## config.mk

```make
export PLATFORM = sky130hd
export DESIGN_NAME = pipe_stage_reg
export DESIGN_NICKNAME = d
export VERILOG_FILES = /design/src/rtl/pipe_stage_reg.sv
export SDC_FILE = /design/constraint.sdc
export NUM_CORES = 1
export LEC_CHECK = 0
export ABC_AREA = 1
export BUFFER_PORTS_ARGS = -buffer_cell sky130_fd_sc_hd__buf_2
export CAP_MARGIN = 20
export CORE_ASPECT_RATIO = 1.25
export CORE_MARGIN = 5
export CORE_UTILIZATION = 42
export CTS_CLUSTER_SIZE = 20
export DETAILED_ROUTE_END_ITERATION = 10
export PLACE_DENSITY_LB_ADDON = 0.1
export SLEW_MARGIN = 15
export SYNTH_ARGS = -nofsm -noshare
export SYNTH_HDL_FRONTEND = slang
export SYNTH_SLANG_ARGS = --single-unit
```

## constraint.sdc

```tcl
create_clock -name clk -period 1.35 [get_ports clk]
set_clock_uncertainty 0.1 [all_clocks]
set_input_delay 0.0675 -clock clk [delete_from_list [all_inputs] [get_ports clk]]
set_output_delay 0.0675 -clock clk [all_outputs]
set_load 0.1 [all_outputs]
```

## src/rtl/pipe_stage_reg.sv

```systemverilog
// Parametrised inter-stage pipeline register: DEPTH stages of {valid, data, ctrl}
// with stall/flush handling and saturating stall/flush event counters.
module pipe_stage_reg #(
  parameter int unsigned DATA_W = 32,
  parameter int unsigned CTRL_W = 16,
  parameter int unsigned DEPTH  = 1,
  parameter int unsigned CNT_W  = 8
) (
  input  logic              clk,
  input  logic              rst,
  input  logic              stall,
  input  logic              flush,
  input  logic              cntClr,
  input  logic              validIn,
  input  logic [DATA_W-1:0] dataIn,
  input  logic [CTRL_W-1:0] ctrlIn,
  output logic              validOut,
  output logic [DATA_W-1:0] dataOut,
  output logic [CTRL_W-1:0] ctrlOut,
  output logic [CNT_W-1:0]  stallCnt,
  output logic [CNT_W-1:0]  flushCnt
);

  logic              valid_q [DEPTH];
  logic              valid_d [DEPTH];
  logic [DATA_W-1:0] data_q  [DEPTH];
  logic [DATA_W-1:0] data_d  [DEPTH];
  logic [CTRL_W-1:0] ctrl_q  [DEPTH];
  logic [CTRL_W-1:0] ctrl_d  [DEPTH];

  logic [CNT_W-1:0]  stall_cnt_q, stall_cnt_d;
  logic [CNT_W-1:0]  flush_cnt_q, flush_cnt_d;
  logic              any_valid;

  // Stage next-state: flush beats stall beats shift; data survives a flush.
  always_comb begin
    for (int unsigned i = 0; i < DEPTH; i++) begin
      valid_d[i] = valid_q[i];
      data_d[i]  = data_q[i];
      ctrl_d[i]  = ctrl_q[i];
    end
    if (flush) begin
      for (int unsigned i = 0; i < DEPTH; i++) begin
        valid_d[i] = 1'b0;
        ctrl_d[i]  = '0;
      end
    end else if (!stall) begin
      valid_d[0] = validIn;
      data_d[0]  = dataIn;
      ctrl_d[0]  = validIn ? ctrlIn : '0;
      for (int unsigned i = 1; i < DEPTH; i++) begin
        valid_d[i] = valid_q[i-1];
        data_d[i]  = data_q[i-1];
        ctrl_d[i]  = ctrl_q[i-1];
      end
    end
  end

  // A flush only counts when it actually squashes something.
  always_comb begin
    any_valid = 1'b0;
    for (int unsigned i = 0; i < DEPTH; i++) begin
      any_valid = any_valid | valid_q[i];
    end
  end

  always_comb begin
    stall_cnt_d = stall_cnt_q;
    flush_cnt_d = flush_cnt_q;
    if (cntClr) begin
      stall_cnt_d = '0;
      flush_cnt_d = '0;
    end else begin
      if (stall && !flush && (stall_cnt_q != '1)) begin
        stall_cnt_d = stall_cnt_q + CNT_W'(1);
      end
      if (flush && any_valid && (flush_cnt_q != '1)) begin
        flush_cnt_d = flush_cnt_q + CNT_W'(1);
      end
    end
  end

  always_ff @(posedge clk) begin
    if (rst) begin
      for (int unsigned i = 0; i < DEPTH; i++) begin
        valid_q[i] <= 1'b0;
        data_q[i]  <= '0;
        ctrl_q[i]  <= '0;
      end
      stall_cnt_q <= '0;
      flush_cnt_q <= '0;
    end else begin
      for (int unsigned i = 0; i < DEPTH; i++) begin
        valid_q[i] <= valid_d[i];
        data_q[i]  <= data_d[i];
        ctrl_q[i]  <= ctrl_d[i];
      end
      stall_cnt_q <= stall_cnt_d;
      flush_cnt_q <= flush_cnt_d;
    end
  end

  assign validOut = valid_q[DEPTH-1];
  assign dataOut  = data_q[DEPTH-1];
  assign ctrlOut  = ctrl_q[DEPTH-1];
  assign stallCnt = stall_cnt_q;
  assign flushCnt = flush_cnt_q;

endmodule

```

* After elaboration in Yosys (flattened, before gate mapping)
Memory sizes are Yosys's and may differ from the RTL's.
Index checks and enable logic that the tools add are counted.
** Storage, ports and cells
- Flip-flop bits (word level) :: 16
- Latch bits :: 0
- Memory bits (writable) :: 49
- Bits in read-only memories :: 0
- Bits of input ports :: 54
- Output and inout port bits :: 65
- Memories :: 3
** Memories
- data_q :: words 1, bits a word 32, rd ports 1, clocked after memory_dff 0, write ports 1, line 26 : logic [DATA_W-1:0] data_q [DEPTH];
- ctrl_q :: words 1, bits a word 16, rd ports 1, clocked after memory_dff 0, write ports 1, line 28 : logic [CTRL_W-1:0] ctrl_q [DEPTH];
- valid_q :: words 1, bits a word 1, rd ports 1, clocked after memory_dff 0, write ports 1, line 24 : logic valid_q [DEPTH];
** Cells by class
- Add/sub/neg operators :: 2
- $mul :: 0
- Divide/modulo/power cells :: 0
- Order comparisons :: 0
- Eq/ne operators :: 2
- Shift-type cells :: 0
- Mux-type cells :: 16
- Bitwise operators :: 0
- Reductions and logical operators :: 9
** Operators by type and width (count)
- 32-bit two-way mux :: 3
- 16-bit two-way mux :: 4
- 32-bit OR reduction :: 1
- 8-bit by 1-bit adder with 8-bit output (second input constant) :: 2
- 8-bit != test (second input constant) :: 2
- 16-bit OR reduction :: 1
- 1-bit two-way mux :: 9
- 1-bit logical AND :: 4
- 2-bit OR reduction :: 1
- 1-bit zero test :: 1
- 1-bit OR reduction :: 1

* Logic depth before layout (Yosys ltp)
- Depth after elaboration :: 4
- Mapped depth :: 8

* Worst setup path after synthesis
No wires, ideal clock.
- Kind :: register -> register
- Start :: reg flush_cnt_q[0], in the netlist flushCnt[0]
- End :: reg flush_cnt_q[5], in the netlist flushCnt[5]
- Data arrival time :: 1.878 ns
- Path slack :: -0.747 ns
- Cell stages (with the launch flop) :: 7
- Path buffers :: 0
- Clock period less this slack :: 2.097 ns
- Cell sequence :: dfxtp_1 -> ha_1 -> nand2_1 -> inv_1 -> nand3_4 -> a21oi_1 -> nor2_1
** Between the ends
- Cells in the longest elaborated chain, start to end :: 2
- Elaborated cells between the ends (all ways) :: 3
- Those cells by class :: 1 x add/sub; 1 x eq/ne; 1 x reduce/logical
** RTL lines
- start, declared :: line 32 : logic [CNT_W-1:0] flush_cnt_q, flush_cnt_d;
- start signal, assigned :: line 99 : flush_cnt_q <= flush_cnt_d;
- branches (longest 2 deep; another with 8-bit by 1-bit adder with 8-bit output)
Several ways; the timed one is not identified.
A chain may end at the register's enable or synchronous reset.

* Worst setup path after layout
- Start :: in dataIn[7]
- End :: mem data_q[0][7]
** Between the ends
- Cells in the longest elaborated chain, start to end :: 3
** RTL lines
- start, declared :: line 15 : input logic [DATA_W-1:0] dataIn,
- 32-bit two-way mux :: line 47 : end else if (!stall) begin
- 32-bit two-way mux :: line 42 : if (flush) begin
- 32-bit two-way mux (no line)
- end, declared :: line 26
Every way passes these cells.

==> results.json <==
{
  "leakage_nw": 2.02,
  "drive_gt1_frac": 0.394,
  "grt_max_degree": 33,
  "num_io_pins": 119,
  "setup-violations-final": 0,
  "routed_via_density": 4.61,
  "slew_viol_final": 0,
  "hold_path_class": "primary input to flop",
  "synth_area_sq_um": 2620,
  "ys_warn_count": 0,
  "reg2reg_slack_ns": 0.09,
  "grt_pass1_wl_um": 12600,
  "yosysUniqueCellTypes": 24,
  "final_util": 0.693,
  "layout_commonest_cell": "buf_2",
  "die_w_um": 80.6,
  "worst_pin_slew_ns": 0.556,
  "clock_latency_ns": 0.33,
  "numClockSinks": 65,
  "synth_top_cell_area_share": 0.497,
  "core-area_sq_um": 6130,
  "synth.yosys.seq_area_share": 0.497,
  "firstDrtPassIters": 4,
  "max_slew_margin": 0.628,
  "crit_path_start": "dataIn[7]",
  "timing.final.crit_share": 0.980,
  "maxCapViolCount": 0,
  "sequentialPowerShare": 0.419,
  "rsz0062_at_grt": "no",
  "fin_crit_ns": 1.32,
  "r2r_end": "data_q[0][7]",
  "initial_utilization": 0.427,
  "hold_violations": 0,
  "outcome": "completed",
  "gr-total-overflow": 0,
  "worstSetupEndpointType": "flop",
  "crit_fanout": 1,
  "worst-path-buf-inv": 3,
  "antenna_found_initial": 0,
  "critPathTopFamily": "buffers and inverters",
  "comb_power_share": 0.223,
  "p_sw_mw": 1.56,
  "reg2reg_depth": 3,
  "whs_ns": 0.0228,
  "critical_path.cell_chain": "dlygate4sd3_1 -> buf_2 -> nor2_1 -> nor2_1 -> dlygate4sd3_1",
  "fmax_ghz": 0.756,
  "cp.depth": 5,
  "arrival_ns": 1.44,
  "cp_slowest_cell": "dlygate4sd3_1",
  "wl_um": 7690,
  "p_int_mw": 3.25,
  "clkSlewWorstSetupHoldPaths_ns": 0.07,
  "syn_inst": 358,
  "layout.nets": 591,
  "pwr_density_cell_nw_per_um2": 1130,
  "antenna_cells": 0,
  "synthToLayoutAreaGrowth_pct": 62.2,
  "num_vias": 2884,
  "remaining_drc_errors": 0,
  "detail-route-antenna-nets": 0,
  "power_frac_clock": 0.358,
  "path_class": "primary input to flop",
  "globalplace.congestion": 0.810,
  "r2r_start": "data_q[0][7]",
  "numPortBuffers": 118,
  "die_h_um": 98.3,
  "cp-start-kind": "primary input",
  "mappedNetlistNets": 414,
  "critPathCapture": "data_q[0][7]",
  "syn_area_per_cell_sq_um": 7.31,
  "max_stage_delay_ns": 0.55,
  "drt_iter0_drc": 72,
  "ys_ff_latch": 65,
  "grt_usage": 0.199,
  "ir_drop_v": 0.000795,
  "cts_tree": "yes",
  "numCtsBuffers": 9,
  "synth_top_cell_by_area": "dfxtp_1",
  "clockRootBuffer": "clkbuf_8",
  "swShare": 0.324,
  "required_ns": 1.47,
  "hpwl_um": 5130,
  "num_rows": 32,
  "avgRoutedWirePerCell_um": 12.3,
  "synthTopCellsByArea": "dfxtp_1, nor2_1, nand2_1",
  "grt_pass1_vias": 2854,
  "final_cell_mix": "buf_2, nor2_1, nand2_1, dlygate4sd3_1, o21ai_0",
  "htreeDepth": 3,
  "die_area_sq_um": 7920,
  "cts_buffer_depth": 2
}
[Yosys cell counts, drive strengths merged]
library cell and count:
a21oi 24, o21ai 36, nand4 1, nand3b 2, dfxtp 65, nand3 12
nand2 78, nor3 2, clkbuf 5, nor2 100, a21boi 2, inv 19
clkinv 1, buf 9, ha 2
[metrics by stage]
stage                     std cells  setup TNS (ns)  power [mW]  worst slack, ns  area (sq um)
final                           625               0        4.81           0.0276          4250
after global routing            625               0        5.01          0.00201          4250
after CTS                       625               0        4.85           0.0181          4230
after detailed placement        553               0        3.00            0.101          3450
after global placement          553               0        2.99            0.112          3450
after floorplan                 358          -0.680        2.80          -0.0933          2790
[power groups by stage]
stage / logic (mW) / registers, mW / clock network (mW)
after floorplan: 0.176 / 2.62 / 0
after global placement: 0.934 / 2.05 / 0
after detailed placement: 0.940 / 2.06 / 0
after CTS: 1.06 / 2.01 / 1.77
after global routing: 1.13 / 2.02 / 1.85
final: 1.07 / 2.02 / 1.72
[repair_timing]
action / in CTS / in global routing
endpoints found under the setup margin: 0 / 18
gates resized for setup: 0 / 8
hold buffers: 56 / 0
buffers inserted: 0 / 0
endpoints found under the hold margin: 52 / 0
[worst reg2reg max path, stage by stage (launching register included)]
cell	delay [ns]
dfxtp_2	0.32
o21ai_1	0.12
nor2_1	0.05
dlygate4sd3_1	0.55
[how the worst min path moves through the flow]
stage	from	to	slack, ns	cells past startpoint
floorplan	dataIn[30]	data_q[0][30]	0.10	2
global placement	dataIn[10]	data_q[0][10]	0.19	3
detailed placement	dataIn[23]	data_q[0][23]	0.20	3
CTS	rst	data_q[0][2]	0.00002	4
global route	rst	data_q[0][6]	0.05	4
finish	rst	data_q[0][2]	0.02	4
[cell families (layout without fill, tap and decap cells)]
group	Yosys count	count (layout)	share of synthesized area
DFF	65	65	0.497
AOI/OAI and AO/OA	62	62	0.120
adders and majority gates	2	2	0.00956
buffers and inverters	34	216	0.0607
and+or+nand+nor	195	195	0.312
[metal layers]
metal | track usage | up-vias | wire [um]
li1 | - | 1488 | -
met1 | 0.216 | 1290 | 3000
met2 | 0.348 | 89 | 3920
met3 | 0.0766 | 17 | 567
met4 | 0.0715 | 0 | 203
met5 | 0 | - | 0
[layout make-up]
| class | instances | area (sq um) |
|---|---|---|
| flip-flops and latches | 65 | 1400 |
| fillers | 521 | 1880 |
| multi-input cells | 259 | 1240 |
| repair buffers | 180 | 1210 |
| clock buffers | 14 | 205 |
| inverters | 20 | 78.8 |
| clock inverters | 2 | 13.8 |
| well taps | 85 | 106 |
[sequential cells by signal, indices dropped and copies added, names as in the netlist]
name / flops
data_q: 32
valid_q: 1
stallCnt: 8
flushCnt: 8
ctrl_q: 16
No activity file was read; power rests on OpenSTA's default activity.
